<file path="src/rtl/alu_sched_pkg.sv">
// Shared types and op-field layout for the ALU scheduler.
// Op word layout: {sel[2:0], A_L, L_R, S_U, Add_Sub}.
package alu_sched_pkg;

    localparam int OP_W       = 7;
    localparam int OP_SEL_LSB = 4;
    localparam int OP_SEL_W   = 3;
    localparam int OP_AL      = 3;
    localparam int OP_LR      = 2;
    localparam int OP_SU      = 1;
    localparam int OP_AS      = 0;

    typedef enum logic {
        PORT_EXU = 1'b0,
        PORT_BRU = 1'b1
    } port_id_e;

    typedef struct packed {
        logic [OP_SEL_W-1:0] sel;
        logic                a_l;
        logic                l_r;
        logic                s_u;
        logic                add_sub;
    } alu_ctrl_t;

    function automatic alu_ctrl_t op_decode(input logic [OP_W-1:0] op);
        alu_ctrl_t c;
        c.sel     = op[OP_SEL_LSB +: OP_SEL_W];
        c.a_l     = op[OP_AL];
        c.l_r     = op[OP_LR];
        c.s_u     = op[OP_SU];
        c.add_sub = op[OP_AS];
        return c;
    endfunction

endpackage

</file>
<file path="src/rtl/alu_sched_if.sv">
// Request/response handshake bundle between the issue logic and alu_sched.
interface alu_sched_if
    import alu_sched_pkg::*;
#(
    parameter int W = 32
);
    logic            req0_valid;
    logic            req0_ready;
    logic [OP_W-1:0] req0_op;
    logic [W-1:0]    req0_a;
    logic [W-1:0]    req0_b;
    logic            req1_valid;
    logic            req1_ready;
    logic [OP_W-1:0] req1_op;
    logic [W-1:0]    req1_a;
    logic [W-1:0]    req1_b;

    logic            rsp0_valid;
    logic            rsp0_ready;
    logic [W-1:0]    rsp0_result;
    logic            rsp0_less;
    logic            rsp0_zero;
    logic            rsp1_valid;
    logic            rsp1_ready;
    logic [W-1:0]    rsp1_result;
    logic            rsp1_less;
    logic            rsp1_zero;

    modport master (
        output req0_valid, req0_op, req0_a, req0_b, rsp0_ready,
        output req1_valid, req1_op, req1_a, req1_b, rsp1_ready,
        input  req0_ready, rsp0_valid, rsp0_result, rsp0_less, rsp0_zero,
        input  req1_ready, rsp1_valid, rsp1_result, rsp1_less, rsp1_zero
    );

    modport slave (
        input  req0_valid, req0_op, req0_a, req0_b, rsp0_ready,
        input  req1_valid, req1_op, req1_a, req1_b, rsp1_ready,
        output req0_ready, rsp0_valid, rsp0_result, rsp0_less, rsp0_zero,
        output req1_ready, rsp1_valid, rsp1_result, rsp1_less, rsp1_zero
    );
endinterface

</file>
<file path="src/rtl/alu_rr_arb.sv">
// Two-way arbiter for the shared ALU. Round-robin by default;
// defining ALU_SCHED_FIXED_PRIO_EN makes port 0 win every tie.
module alu_rr_arb (
    input  logic       clk,
    input  logic       rst_n,
    input  logic [1:0] i_eligible,
    input  logic       i_accept,
    output logic [1:0] o_grant
);

`ifdef ALU_SCHED_FIXED_PRIO_EN
    logic w_unused_rr;
    assign w_unused_rr = ^{clk, rst_n, i_accept};

    // Tie always resolves to port 0.
    always_comb begin
        o_grant = 2'b00;
        if (i_eligible == 2'b11) begin
            o_grant = 2'b01;
        end else begin
            o_grant = i_eligible;
        end
    end
`else
    logic r_last_grant;

    // Remember which port won the most recent accept; port 1 after reset.
    always_ff @(posedge clk or negedge rst_n) begin
        if (!rst_n) begin
            r_last_grant <= 1'b1;
        end else if (i_accept) begin
            r_last_grant <= o_grant[1];
        end
    end

    // Tie goes to the port that did not win last time.
    always_comb begin
        o_grant = 2'b00;
        if (i_eligible == 2'b11) begin
            o_grant = r_last_grant ? 2'b01 : 2'b10;
        end else begin
            o_grant = i_eligible;
        end
    end
`endif

endmodule

</file>
<file path="src/rtl/alu_sched.sv">
// Two-port scheduler sharing one combinational ALU: arbitrate, issue, capture.
// Tie policy selectable with ALU_SCHED_FIXED_PRIO_EN (see alu_rr_arb).
module alu_sched
    import alu_sched_pkg::*;
#(
    parameter int W = 32
) (
    input  logic         clk,
    input  logic         rst_n,
    alu_sched_if.slave   bus,
    output logic [2:0]   alu_sel,
    output logic         alu_a_l,
    output logic         alu_l_r,
    output logic         alu_s_u,
    output logic         alu_add_sub,
    output logic [W-1:0] alu_a,
    output logic [W-1:0] alu_b,
    input  logic [W-1:0] alu_result,
    input  logic         alu_less,
    input  logic         alu_zero
);

    logic [1:0]      w_req_valid;
    logic [1:0]      w_rsp_ready;
    logic [1:0]      w_rsp_fire;
    logic [1:0]      w_eligible;
    logic [1:0]      w_grant;
    logic [1:0]      w_capture;
    logic            w_accept;
    logic [OP_W-1:0] w_op;
    logic [W-1:0]    w_a;
    logic [W-1:0]    w_b;

    logic [1:0]      r_busy;
    logic [1:0]      r_rsp_valid;
    logic [W-1:0]    r_rsp_result [2];
    logic [1:0]      r_rsp_less;
    logic [1:0]      r_rsp_zero;
    logic            r_issue_v;
    port_id_e        r_issue_port;
    alu_ctrl_t       r_issue_ctrl;
    logic [W-1:0]    r_issue_a;
    logic [W-1:0]    r_issue_b;

    assign w_req_valid = {bus.req1_valid, bus.req0_valid};
    assign w_rsp_ready = {bus.rsp1_ready, bus.rsp0_ready};
    assign w_rsp_fire  = r_rsp_valid & w_rsp_ready;
    // A port draining its response this cycle may already be re-accepted.
    assign w_eligible  = w_req_valid & (~r_busy | w_rsp_fire) & {2{rst_n}};
    assign w_accept    = |w_grant;
    assign w_capture   = {r_issue_v & (r_issue_port == PORT_BRU),
                          r_issue_v & (r_issue_port == PORT_EXU)};

    alu_rr_arb u_arb (
        .clk        (clk),
        .rst_n      (rst_n),
        .i_eligible (w_eligible),
        .i_accept   (w_accept),
        .o_grant    (w_grant)
    );

    assign bus.req0_ready = w_grant[0];
    assign bus.req1_ready = w_grant[1];

    // Select the granted port's payload for the issue register.
    always_comb begin
        w_op = bus.req0_op;
        w_a  = bus.req0_a;
        w_b  = bus.req0_b;
        if (w_grant[1]) begin
            w_op = bus.req1_op;
            w_a  = bus.req1_a;
            w_b  = bus.req1_b;
        end else begin
            w_op = bus.req0_op;
            w_a  = bus.req0_a;
            w_b  = bus.req0_b;
        end
    end

    // Issue register: loads on accept and otherwise holds so the ALU stays quiet.
    always_ff @(posedge clk or negedge rst_n) begin
        if (!rst_n) begin
            r_issue_v    <= 1'b0;
            r_issue_port <= PORT_EXU;
            r_issue_ctrl <= '0;
            r_issue_a    <= '0;
            r_issue_b    <= '0;
        end else begin
            r_issue_v <= w_accept;
            if (w_accept) begin
                r_issue_port <= port_id_e'(w_grant[1]);
                r_issue_ctrl <= op_decode(w_op);
                r_issue_a    <= w_a;
                r_issue_b    <= w_b;
            end
        end
    end

    // Per-port busy and response buffers; a new accept wins over a same-edge fire.
    always_ff @(posedge clk or negedge rst_n) begin
        if (!rst_n) begin
            r_busy      <= 2'b00;
            r_rsp_valid <= 2'b00;
            r_rsp_less  <= 2'b00;
            r_rsp_zero  <= 2'b00;
            for (int n = 0; n < 2; n++) begin
                r_rsp_result[n] <= '0;
            end
        end else begin
            r_busy      <= (r_busy & ~w_rsp_fire) | w_grant;
            r_rsp_valid <= (r_rsp_valid & ~w_rsp_fire) | w_capture;
            for (int n = 0; n < 2; n++) begin
                if (w_capture[n]) begin
                    r_rsp_result[n] <= alu_result;
                    r_rsp_less[n]   <= alu_less;
                    r_rsp_zero[n]   <= alu_zero;
                end
            end
        end
    end

    assign bus.rsp0_valid  = r_rsp_valid[0];
    assign bus.rsp0_result = r_rsp_result[0];
    assign bus.rsp0_less   = r_rsp_less[0];
    assign bus.rsp0_zero   = r_rsp_zero[0];
    assign bus.rsp1_valid  = r_rsp_valid[1];
    assign bus.rsp1_result = r_rsp_result[1];
    assign bus.rsp1_less   = r_rsp_less[1];
    assign bus.rsp1_zero   = r_rsp_zero[1];

    assign alu_sel     = r_issue_ctrl.sel;
    assign alu_a_l     = r_issue_ctrl.a_l;
    assign alu_l_r     = r_issue_ctrl.l_r;
    assign alu_s_u     = r_issue_ctrl.s_u;
    assign alu_add_sub = r_issue_ctrl.add_sub;
    assign alu_a       = r_issue_a;
    assign alu_b       = r_issue_b;

endmodule

</file>
<file path="src/flat_wrapper.sv">
// flat-port wrapper written by rule: the top's interface ports become plain ports
module alu_sched_flat import alu_sched_pkg::*;
#(
    parameter int W = 32
)
  (clk, rst_n, alu_sel, alu_a_l, alu_l_r, alu_s_u, alu_add_sub, alu_a, alu_b, alu_result, alu_less, alu_zero, bus_req0_valid, bus_req0_op, bus_req0_a, bus_req0_b, bus_rsp0_ready, bus_req1_valid, bus_req1_op, bus_req1_a, bus_req1_b, bus_rsp1_ready, bus_req0_ready, bus_rsp0_valid, bus_rsp0_result, bus_rsp0_less, bus_rsp0_zero, bus_req1_ready, bus_rsp1_valid, bus_rsp1_result, bus_rsp1_less, bus_rsp1_zero);
  alu_sched_if #(.W(W)) bus_i ();
  input  logic clk;
  input  logic rst_n;
  output logic [2:0] alu_sel;
  output logic alu_a_l;
  output logic alu_l_r;
  output logic alu_s_u;
  output logic alu_add_sub;
  output logic [W-1:0] alu_a;
  output logic [W-1:0] alu_b;
  input  logic [W-1:0] alu_result;
  input  logic alu_less;
  input  logic alu_zero;
  input wire logic [$bits(bus_i.req0_valid)-1:0] bus_req0_valid;
  input wire logic [$bits(bus_i.req0_op)-1:0] bus_req0_op;
  input wire logic [$bits(bus_i.req0_a)-1:0] bus_req0_a;
  input wire logic [$bits(bus_i.req0_b)-1:0] bus_req0_b;
  input wire logic [$bits(bus_i.rsp0_ready)-1:0] bus_rsp0_ready;
  input wire logic [$bits(bus_i.req1_valid)-1:0] bus_req1_valid;
  input wire logic [$bits(bus_i.req1_op)-1:0] bus_req1_op;
  input wire logic [$bits(bus_i.req1_a)-1:0] bus_req1_a;
  input wire logic [$bits(bus_i.req1_b)-1:0] bus_req1_b;
  input wire logic [$bits(bus_i.rsp1_ready)-1:0] bus_rsp1_ready;
  output wire logic [$bits(bus_i.req0_ready)-1:0] bus_req0_ready;
  output wire logic [$bits(bus_i.rsp0_valid)-1:0] bus_rsp0_valid;
  output wire logic [$bits(bus_i.rsp0_result)-1:0] bus_rsp0_result;
  output wire logic [$bits(bus_i.rsp0_less)-1:0] bus_rsp0_less;
  output wire logic [$bits(bus_i.rsp0_zero)-1:0] bus_rsp0_zero;
  output wire logic [$bits(bus_i.req1_ready)-1:0] bus_req1_ready;
  output wire logic [$bits(bus_i.rsp1_valid)-1:0] bus_rsp1_valid;
  output wire logic [$bits(bus_i.rsp1_result)-1:0] bus_rsp1_result;
  output wire logic [$bits(bus_i.rsp1_less)-1:0] bus_rsp1_less;
  output wire logic [$bits(bus_i.rsp1_zero)-1:0] bus_rsp1_zero;
  assign bus_i.req0_valid = bus_req0_valid;
  assign bus_i.req0_op = bus_req0_op;
  assign bus_i.req0_a = bus_req0_a;
  assign bus_i.req0_b = bus_req0_b;
  assign bus_i.rsp0_ready = bus_rsp0_ready;
  assign bus_i.req1_valid = bus_req1_valid;
  assign bus_i.req1_op = bus_req1_op;
  assign bus_i.req1_a = bus_req1_a;
  assign bus_i.req1_b = bus_req1_b;
  assign bus_i.rsp1_ready = bus_rsp1_ready;
  assign bus_req0_ready = bus_i.req0_ready;
  assign bus_rsp0_valid = bus_i.rsp0_valid;
  assign bus_rsp0_result = bus_i.rsp0_result;
  assign bus_rsp0_less = bus_i.rsp0_less;
  assign bus_rsp0_zero = bus_i.rsp0_zero;
  assign bus_req1_ready = bus_i.req1_ready;
  assign bus_rsp1_valid = bus_i.rsp1_valid;
  assign bus_rsp1_result = bus_i.rsp1_result;
  assign bus_rsp1_less = bus_i.rsp1_less;
  assign bus_rsp1_zero = bus_i.rsp1_zero;
  alu_sched #(.W(W)) u_core (.clk(clk), .rst_n(rst_n), .bus(bus_i), .alu_sel(alu_sel), .alu_a_l(alu_a_l), .alu_l_r(alu_l_r), .alu_s_u(alu_s_u), .alu_add_sub(alu_add_sub), .alu_a(alu_a), .alu_b(alu_b), .alu_result(alu_result), .alu_less(alu_less), .alu_zero(alu_zero));
endmodule
</file>
<file path="config.mk">
export PLATFORM = sky130hd
export DESIGN_NAME = alu_sched_flat
export DESIGN_NICKNAME = d
export VERILOG_FILES = /design/src/rtl/alu_sched_pkg.sv /design/src/rtl/alu_sched_if.sv /design/src/rtl/alu_rr_arb.sv /design/src/rtl/alu_sched.sv /design/src/flat_wrapper.sv
export SDC_FILE = /design/constraint.sdc
export NUM_CORES = 1
export LEC_CHECK = 0
export BUFFER_PORTS_ARGS = -buffer_cell sky130_fd_sc_hd__clkbuf_2
export CELL_PAD_IN_SITES_DETAIL_PLACEMENT = 0
export CELL_PAD_IN_SITES_GLOBAL_PLACEMENT = 1
export CORE_UTILIZATION = 36
export DETAILED_ROUTE_END_ITERATION = 12
export GPL_TIMING_DRIVEN = 1
export HOLD_SLACK_MARGIN = 0.06
export PLACE_DENSITY_LB_ADDON = 0.08
export SLEW_MARGIN = 20
export SYNTH_ARGS = -nofsm -noshare
export SYNTH_HDL_FRONTEND = slang
export SYNTH_SLANG_ARGS = --single-unit
</file>
<file path="constraint.sdc">
create_clock -name clk -period 1.8 [get_ports clk]
set_input_delay 0.36 -clock clk [delete_from_list [all_inputs] [get_ports clk]]
set_output_delay 0.36 -clock clk [all_outputs]
set_load 0.005 [all_outputs]
</file>
==> results.sh, run 1 <==
export IMPL_ys_types=26
export IMPL_arrival_ns=1.47
export IMPL_io_buffers=324
export IMPL_slew_viol_final=0
export IMPL_min_period_over_period=1.018
export IMPL_pwr_share_seq=0.373
export IMPL_fillers=1883
export IMPL_die_h_um=142.5
export IMPL_start_util=0.3662
export IMPL_detail_route_antenna_nets=0
export IMPL_grt_max_degree=123
export IMPL_place_inst=1134
export IMPL_antenna_found_initial=1
export IMPL_drtIter0Drc=308
export IMPL_p_leak_nw=4.989
export IMPL_p_sw_frac=0.3590
export IMPL_p_sw_mw=5.647
export IMPL_grt_pass1_vias=6042
export IMPL_worst_path_max_fanout=3
export IMPL_worstPathRequired_ns=1.44
export IMPL_num_vias=5960
export IMPL_reg2reg_to="u_core.alu_a_l"
export IMPL_syn_area_sq_um=7104
export IMPL_syn_nets=758
export IMPL_dr_pass1_iters=4
export IMPL_endpoint_kind="output pin"
export IMPL_fin_cells=1170
export IMPL_drc=0
export IMPL_synth_top_area_share=0.5107
export IMPL_power_density_nw_per_um2=1618
export IMPL_synth_edff_count=0
export IMPL_wire_per_inst_um=18.27
export IMPL_whs_ns=0.1117
export IMPL_internal_power_mw=10.08
export IMPL_ir_drop_uv=766.1
export IMPL_min_period_ns=1.833
export IMPL_ys_warn_count=0
export IMPL_ys_ff_latch=146
export IMPL_syn_to_final_growth_pct=36.86
export IMPL_setup_viol_count_final=1
export IMPL_startpoint_type="flip-flop"
export IMPL_crit_type="flip-flop to output pin"
export IMPL_yosysMostFrequentCell="dfrtp_1"
export IMPL_routed_via_density=5.094
export IMPL_hp_class="input port to asynchronous set/reset pin"
export IMPL_placed_area_sq_um=9115
export IMPL_clk_pin_slew_worst_paths_ns=0.07
export IMPL_fin_worst_skew_ns=0.009252
export IMPL_setup_slack_ns=-0.03325
export IMPL_synth_avg_cell_area_sq_um=12.33
export IMPL_clock_fmax_mhz=545.5
export IMPL_ys_flop_type="dfrtp_1"
export IMPL_layout_drive_gt1_share=0.5856
export IMPL_power_frac_clock=0.211
export IMPL_synth_area_leaders="dfrtp_1, a221oi_2, mux2_2"
export IMPL_cts_tree="yes"
export IMPL_seqCellArea_sq_um=3655
export IMPL_grt_pass1_wl_um=33020
export IMPL_routabilityCongestion=0.7469
export IMPL_cts_buffer_depth=2
export IMPL_worst_pin_slew_ns=0.6698
export IMPL_fp_row_count=51
export IMPL_regToRegStartpoint="u_core.r_rsp_valid[0]"
export IMPL_grt_ovfl_total=0
export IMPL_yosysSeqAreaShare=0.5144
export IMPL_violations="negative setup slack"
export IMPL_slew_headroom=0.5535
export IMPL_insertion_delay_ns=0.42
export IMPL_synth_async_reset_ratio=1.000
export IMPL_status="finished with violations"
export IMPL_ys_top_cells_by_count="dfrtp_1, inv_1, a221oi_1"
export IMPL_r2r_slack_ns=0.14
export IMPL_htree_levels=4
export IMPL_power_frac_comb=0.416
export IMPL_pre_cts_ws_ns=-0.009041
export IMPL_synth_largest_area_cell="dfrtp_1"
export IMPL_pin_count=325
export IMPL_core_area_sq_um=19400
export IMPL_grt_total_usage=0.2126
export IMPL_rsz0062_at_grt="yes"
export IMPL_dp_hpwl_um=14940
export IMPL_tns_ns=-0.03325
export IMPL_die_w_um=142.5
export IMPL_diodes=0
export IMPL_multiInputGateArea_sq_um=2635
export IMPL_clockRootBuffer="clkbuf_16"
export IMPL_die_area_sq_um=20300
export IMPL_syn_inst=576
export IMPL_reg2reg_depth=6
export IMPL_clock_sinks=146
export IMPL_hold_viol_final=0
export IMPL_max_cap_violations=0
export IMPL_cts_buffers=17
export IMPL_final_nets=1075
export IMPL_wl_um=21380
export IMPL_design_area_sq_um=9723
## how the worst max path moves through the flow
stage                                startpoint         endpoint  slack [ns]  cells past startpoint
after global routing      u_core.r_rsp_valid[0]   bus_req1_ready        -0.1                      3
final                     u_core.r_rsp_valid[0]   bus_req1_ready       -0.03                      3
after CTS                 u_core.r_rsp_valid[0]   bus_req1_ready       -0.06                      3
after detailed placement                  rst_n   u_core.alu_a_l      -0.009                      5
after global placement                    rst_n  u_core.alu_a[7]        0.06                      6
after floorplan                u_core.r_busy[0]   bus_req0_ready        0.28                      5
## routing by layer
metal	routed length, um	part of all wire	global-route usage	vias to the layer above
li1	-	-	-	2712
met1	8973	0.42	0.2703	2954
met2	10460	0.49	0.3431	261
met3	1536	0.072	0.06090	31
met4	400	0.019	0.07753	2
met5	13	0.00061	0	-
## cells in the final DEF (no fill, tap or decap), types with 3 or more instances in the layout
cell type,Yosys,layout
dfrtp_1,145,145
inv_8,0,3
clkbuf_16,0,17
clkbuf_2,0,322
inv_6,0,6
buf_12,0,13
a221oi_1,73,73
mux2_2,68,68
nand2_1,3,3
clkinvlp_4,0,3
a221oi_2,69,69
buf_4,1,13
inv_1,144,144
## power by group through the flow
stage,clock (mW),combinational [mW],sequential [mW]
4_1_cts,3.42,6.63,5.87
6_report,3.32,6.55,5.87
2_1_floorplan,0,3.50,5.88
3_5_place_dp,0,6.56,5.88
3_3_place_gp,0,6.41,5.83
5_1_grt,3.56,7.11,6.06
## cells by family after synthesis
| family | Yosys count | share of synthesized area |
|---|---|---|
| mux | 68 | 0.1078 |
| simple gates | 9 | 0.006869 |
| flops | 146 | 0.5144 |
| buf+inv | 199 | 0.1226 |
| compound gates | 154 | 0.2483 |
## sequential cells by signal, indices dropped and copies added, names as in the netlist
name                       cells
u_core.bus.rsp0_result        32
u_core.r_rsp_valid             2
u_core.r_busy                  2
u_core.r_issue_v               1
u_core.alu_a                  32
u_core.u_arb.r_last_grant      1
u_core.alu_s_u                 1
u_core.alu_b                  32
u_core.r_issue_port            1
u_core.bus.rsp1_result        32
u_core.alu_l_r                 1
u_core.alu_a_l                 1
u_core.alu_add_sub             1
u_core.r_rsp_less              2
u_core.r_rsp_zero              2
u_core.alu_sel                 3
## stage by stage
stage / util / total power [mW]
2_1_floorplan: - / 9.386
3_3_place_gp: 0.4699 / 12.25
3_5_place_dp: 0.4699 / 12.44
4_1_cts: 0.5010 / 15.93
5_1_grt: 0.5012 / 16.73
6_report: 0.5012 / 15.73
## critical path, stage by stage, from the launching register on
cell      delay, ns
dfrtp_1        0.39
a21bo_4        0.24
a311oi_4       0.25
buf_2          0.19
## area by class of cell
cell class,count,share of cell area
flip-flops and latches,146,0.3759
clock inverters,14,0.01222
repair buffers,353,0.2074
well taps,265,0.03410
multi-input cells,231,0.2710
inverters,144,0.05559
clock buffers,17,0.04375
## repair_timing
action	CTS	global route
pin swaps	3	0
setup endpoints to repair	2	3
hold endpoints to repair	24	0
buffers inserted	4	0
resized for setup	3	2
hold buffers	2	0
Note: power is estimated with default switching activity, not from simulation.
==> run 2, diff against run 1 <==
- ABC_AREA: default -> 1
- CORE_UTILIZATION: 36 -> 32
==> results.sh, run 2 <==
export IMPL_status="complete, no violations"
export IMPL_routabilityCongestion=0.7547
export IMPL_hold_viol_final=0
export IMPL_drtIter0Drc=291
export IMPL_drc=0
export IMPL_layout_drive_gt1_share=0.3383
export IMPL_worst_pin_slew_ns=0.6912
export IMPL_pin_count=325
export IMPL_core_area_sq_um=20230
export IMPL_placed_area_sq_um=8652
export IMPL_startpoint_type="flip-flop"
export IMPL_design_area_sq_um=9276
export IMPL_cts_buffer_depth=2
export IMPL_finalPower_mw=14.29
export IMPL_yosysMostFrequentCell="nand3_1"
export IMPL_tns_ns=0
export IMPL_syn_inst=830
export IMPL_min_period_over_period=0.9664
export IMPL_ys_warn_count=0
export IMPL_synth_async_reset_ratio=1.000
export IMPL_p_leak_nw=5.286
export IMPL_insertion_delay_ns=0.42
export IMPL_yosysSeqAreaShare=0.5521
export IMPL_synth_edff_count=0
export IMPL_die_area_sq_um=21270
export IMPL_clk_pin_slew_worst_paths_ns=0.06
export IMPL_ir_drop_uv=647.7
export IMPL_grt_pass1_vias=6256
export IMPL_grt_max_degree=127
export IMPL_grt_pass1_wl_um=34180
export IMPL_start_util=0.3272
export IMPL_io_buffers=324
export IMPL_hp_class="input port to asynchronous set/reset pin"
export IMPL_pwr_share_seq=0.401
export IMPL_clock_fmax_mhz=574.9
export IMPL_ys_types=14
export IMPL_worst_path_max_fanout=3
export IMPL_ys_ff_latch=146
export IMPL_power_density_nw_per_um2=1541
export IMPL_crit_type="flip-flop to output pin"
export IMPL_cts_buffers=17
export IMPL_dr_pass1_iters=5
export IMPL_routed_via_density=4.563
export IMPL_wl_um=21190
export IMPL_wire_per_inst_um=14.90
export IMPL_die_h_um=145.8
export IMPL_grt_ovfl_total=0
export IMPL_endpoint_kind="output pin"
export IMPL_die_w_um=145.8
export IMPL_fp_row_count=52
export IMPL_power_frac_clock=0.244
export IMPL_antenna_found_initial=3
export IMPL_synth_top_area_share=0.5481
export IMPL_final_cell_mix="clkbuf_2, nand3_1, nand2_1"
export IMPL_synth_area_leaders="dfrtp_1, nand3_1, nand2_1"
export IMPL_layout_commonest_cell="clkbuf_2"
export IMPL_max_cap_violations=0
export IMPL_ys_top_cells_by_count="nand3_1, nand2_1, dfrtp_1"
export IMPL_htree_levels=4
export IMPL_final_nets=1320
export IMPL_arrival_ns=1.38
export IMPL_place_inst=1384
export IMPL_synth_largest_area_cell="dfrtp_1"
export IMPL_synth_avg_cell_area_sq_um=7.976
export IMPL_setup_viol_count_final=0
export IMPL_slew_headroom=0.5392
export IMPL_clock_sinks=146
export IMPL_syn_nets=1012
export IMPL_fin_util=0.4584
export IMPL_min_period_ns=1.740
export IMPL_clockRootBuffer="clkbuf_16"
export IMPL_fin_cells=1422
export IMPL_worstPathRequired_ns=1.44
export IMPL_syn_to_final_growth_pct=40.12
export IMPL_cts_tree="yes"
export IMPL_detail_route_antenna_nets=0
export IMPL_p_sw_frac=0.3598
export IMPL_power_frac_comb=0.355
export IMPL_rsz0062_at_grt="yes"
export IMPL_slew_viol_final=0
export IMPL_dp_hpwl_um=14430
export IMPL_fin_worst_skew_ns=0.01108
export IMPL_p_sw_mw=5.143
export IMPL_internal_power_mw=9.150
export IMPL_grt_total_usage=0.2043
export IMPL_num_vias=6488
export IMPL_ys_flop_type="dfrtp_1"
export IMPL_syn_area_sq_um=6620
run 2: changes by cell type in the layout (fill, tap and decap cells not counted), moves of 3 or more:
cell      delta
a221oi_2    -69
a221oi_1    -73
nor2_1      +71
mux2_2      -68
o21ai_0     +69
inv_1       -33
buf_4        -3
nand2_2      +4
nand3_1    +213
nand2_1    +145
run 2: cell type report:
class	instances	area, sq um
fill	2099	10960
sequential	146	3655
multi-input combinational	513	2332
timing repair buffer	347	1953
clock buffer	17	425.4
inverter	113	424.2
tap	270	337.8
clock inverter	14	143.9
antenna	2	5.005
run 2: critical path: stages (launching register included):
cell      delay [ns]
dfrtp_1         0.39
nand2_1         0.09
nand2_2         0.09
nand2_4         0.09
inv_1           0.07
nand2_1         0.08
inv_1           0.04
clkbuf_2        0.12
run 2: through the flow:
step | hold slack [ns] | worst slack, ns
finish | 0.07259 | 0.06043
global route | 0.1332 | -0.04251
floorplan | 0.06441 | 0.3084
CTS | 0.1146 | 0.009055
detailed placement | 0.4014 | 0.2085
global placement | 0.4027 | 0.2434
run 2: timing repair:
| action | 4_1_cts | 5_1_grt |
|---|---|---|
| gates resized for setup | 2 | 1 |
| pin swaps | 1 | 1 |
| endpoints found under the setup margin | 2 | 2 |
| endpoints found under the hold margin | 19 | 0 |
| hold buffers | 1 | 0 |
| buffers inserted | 2 | 2 |
run 2: routing by layer:
metal / global-route usage / wire length, um / up-vias
li1: - / - / 3255
met1: 0.2614 / 9260 / 2994
met2: 0.3187 / 9747 / 218
met3: 0.07555 / 1797 / 21
met4: 0.06632 / 384 / 0
met5: 0 / 0 / -
run 2: worst paths after layout:
path,from,to,slack [ns],depth (start not counted)
max reg2reg,u_core.r_rsp_valid[1],u_core.alu_a[8],0.34,7
min reg2reg,u_core.bus.rsp0_result[5],u_core.bus.rsp0_result[5],0.48,2
min,rst_n,u_core.r_busy[0],0.07,2
max,u_core.r_rsp_valid[0],bus_req0_ready,0.06,7
max in group asynchronous,rst_n,u_core.u_arb.r_last_grant,1.02,3
min in group clk,bus_rsp0_ready,u_core.r_rsp_valid[0],0.16,2
run 2: logic make-up (layout without fill, tap and decap cells):
| logic type | after synthesis | in the layout | share of synthesized area |
|---|---|---|---|
| other | 0 | 2 | 0 |
| AND/OR/NAND/NOR | 440 | 440 | 0.2909 |
| buffers and inverters | 171 | 491 | 0.1002 |
| flip-flops | 146 | 146 | 0.5521 |
| AO/OA/AOI/OAI | 73 | 73 | 0.05689 |
run 2: power groups by stage:
stage / registers, mW / clock network (mW) / logic, mW
finish: 5.73 / 3.49 / 5.08
global route: 5.93 / 3.71 / 5.78
CTS: 5.74 / 3.59 / 5.18
detailed placement: 5.77 / 0 / 5.14
global placement: 5.75 / 0 / 5.12
floorplan: 5.84 / 0 / 2.27
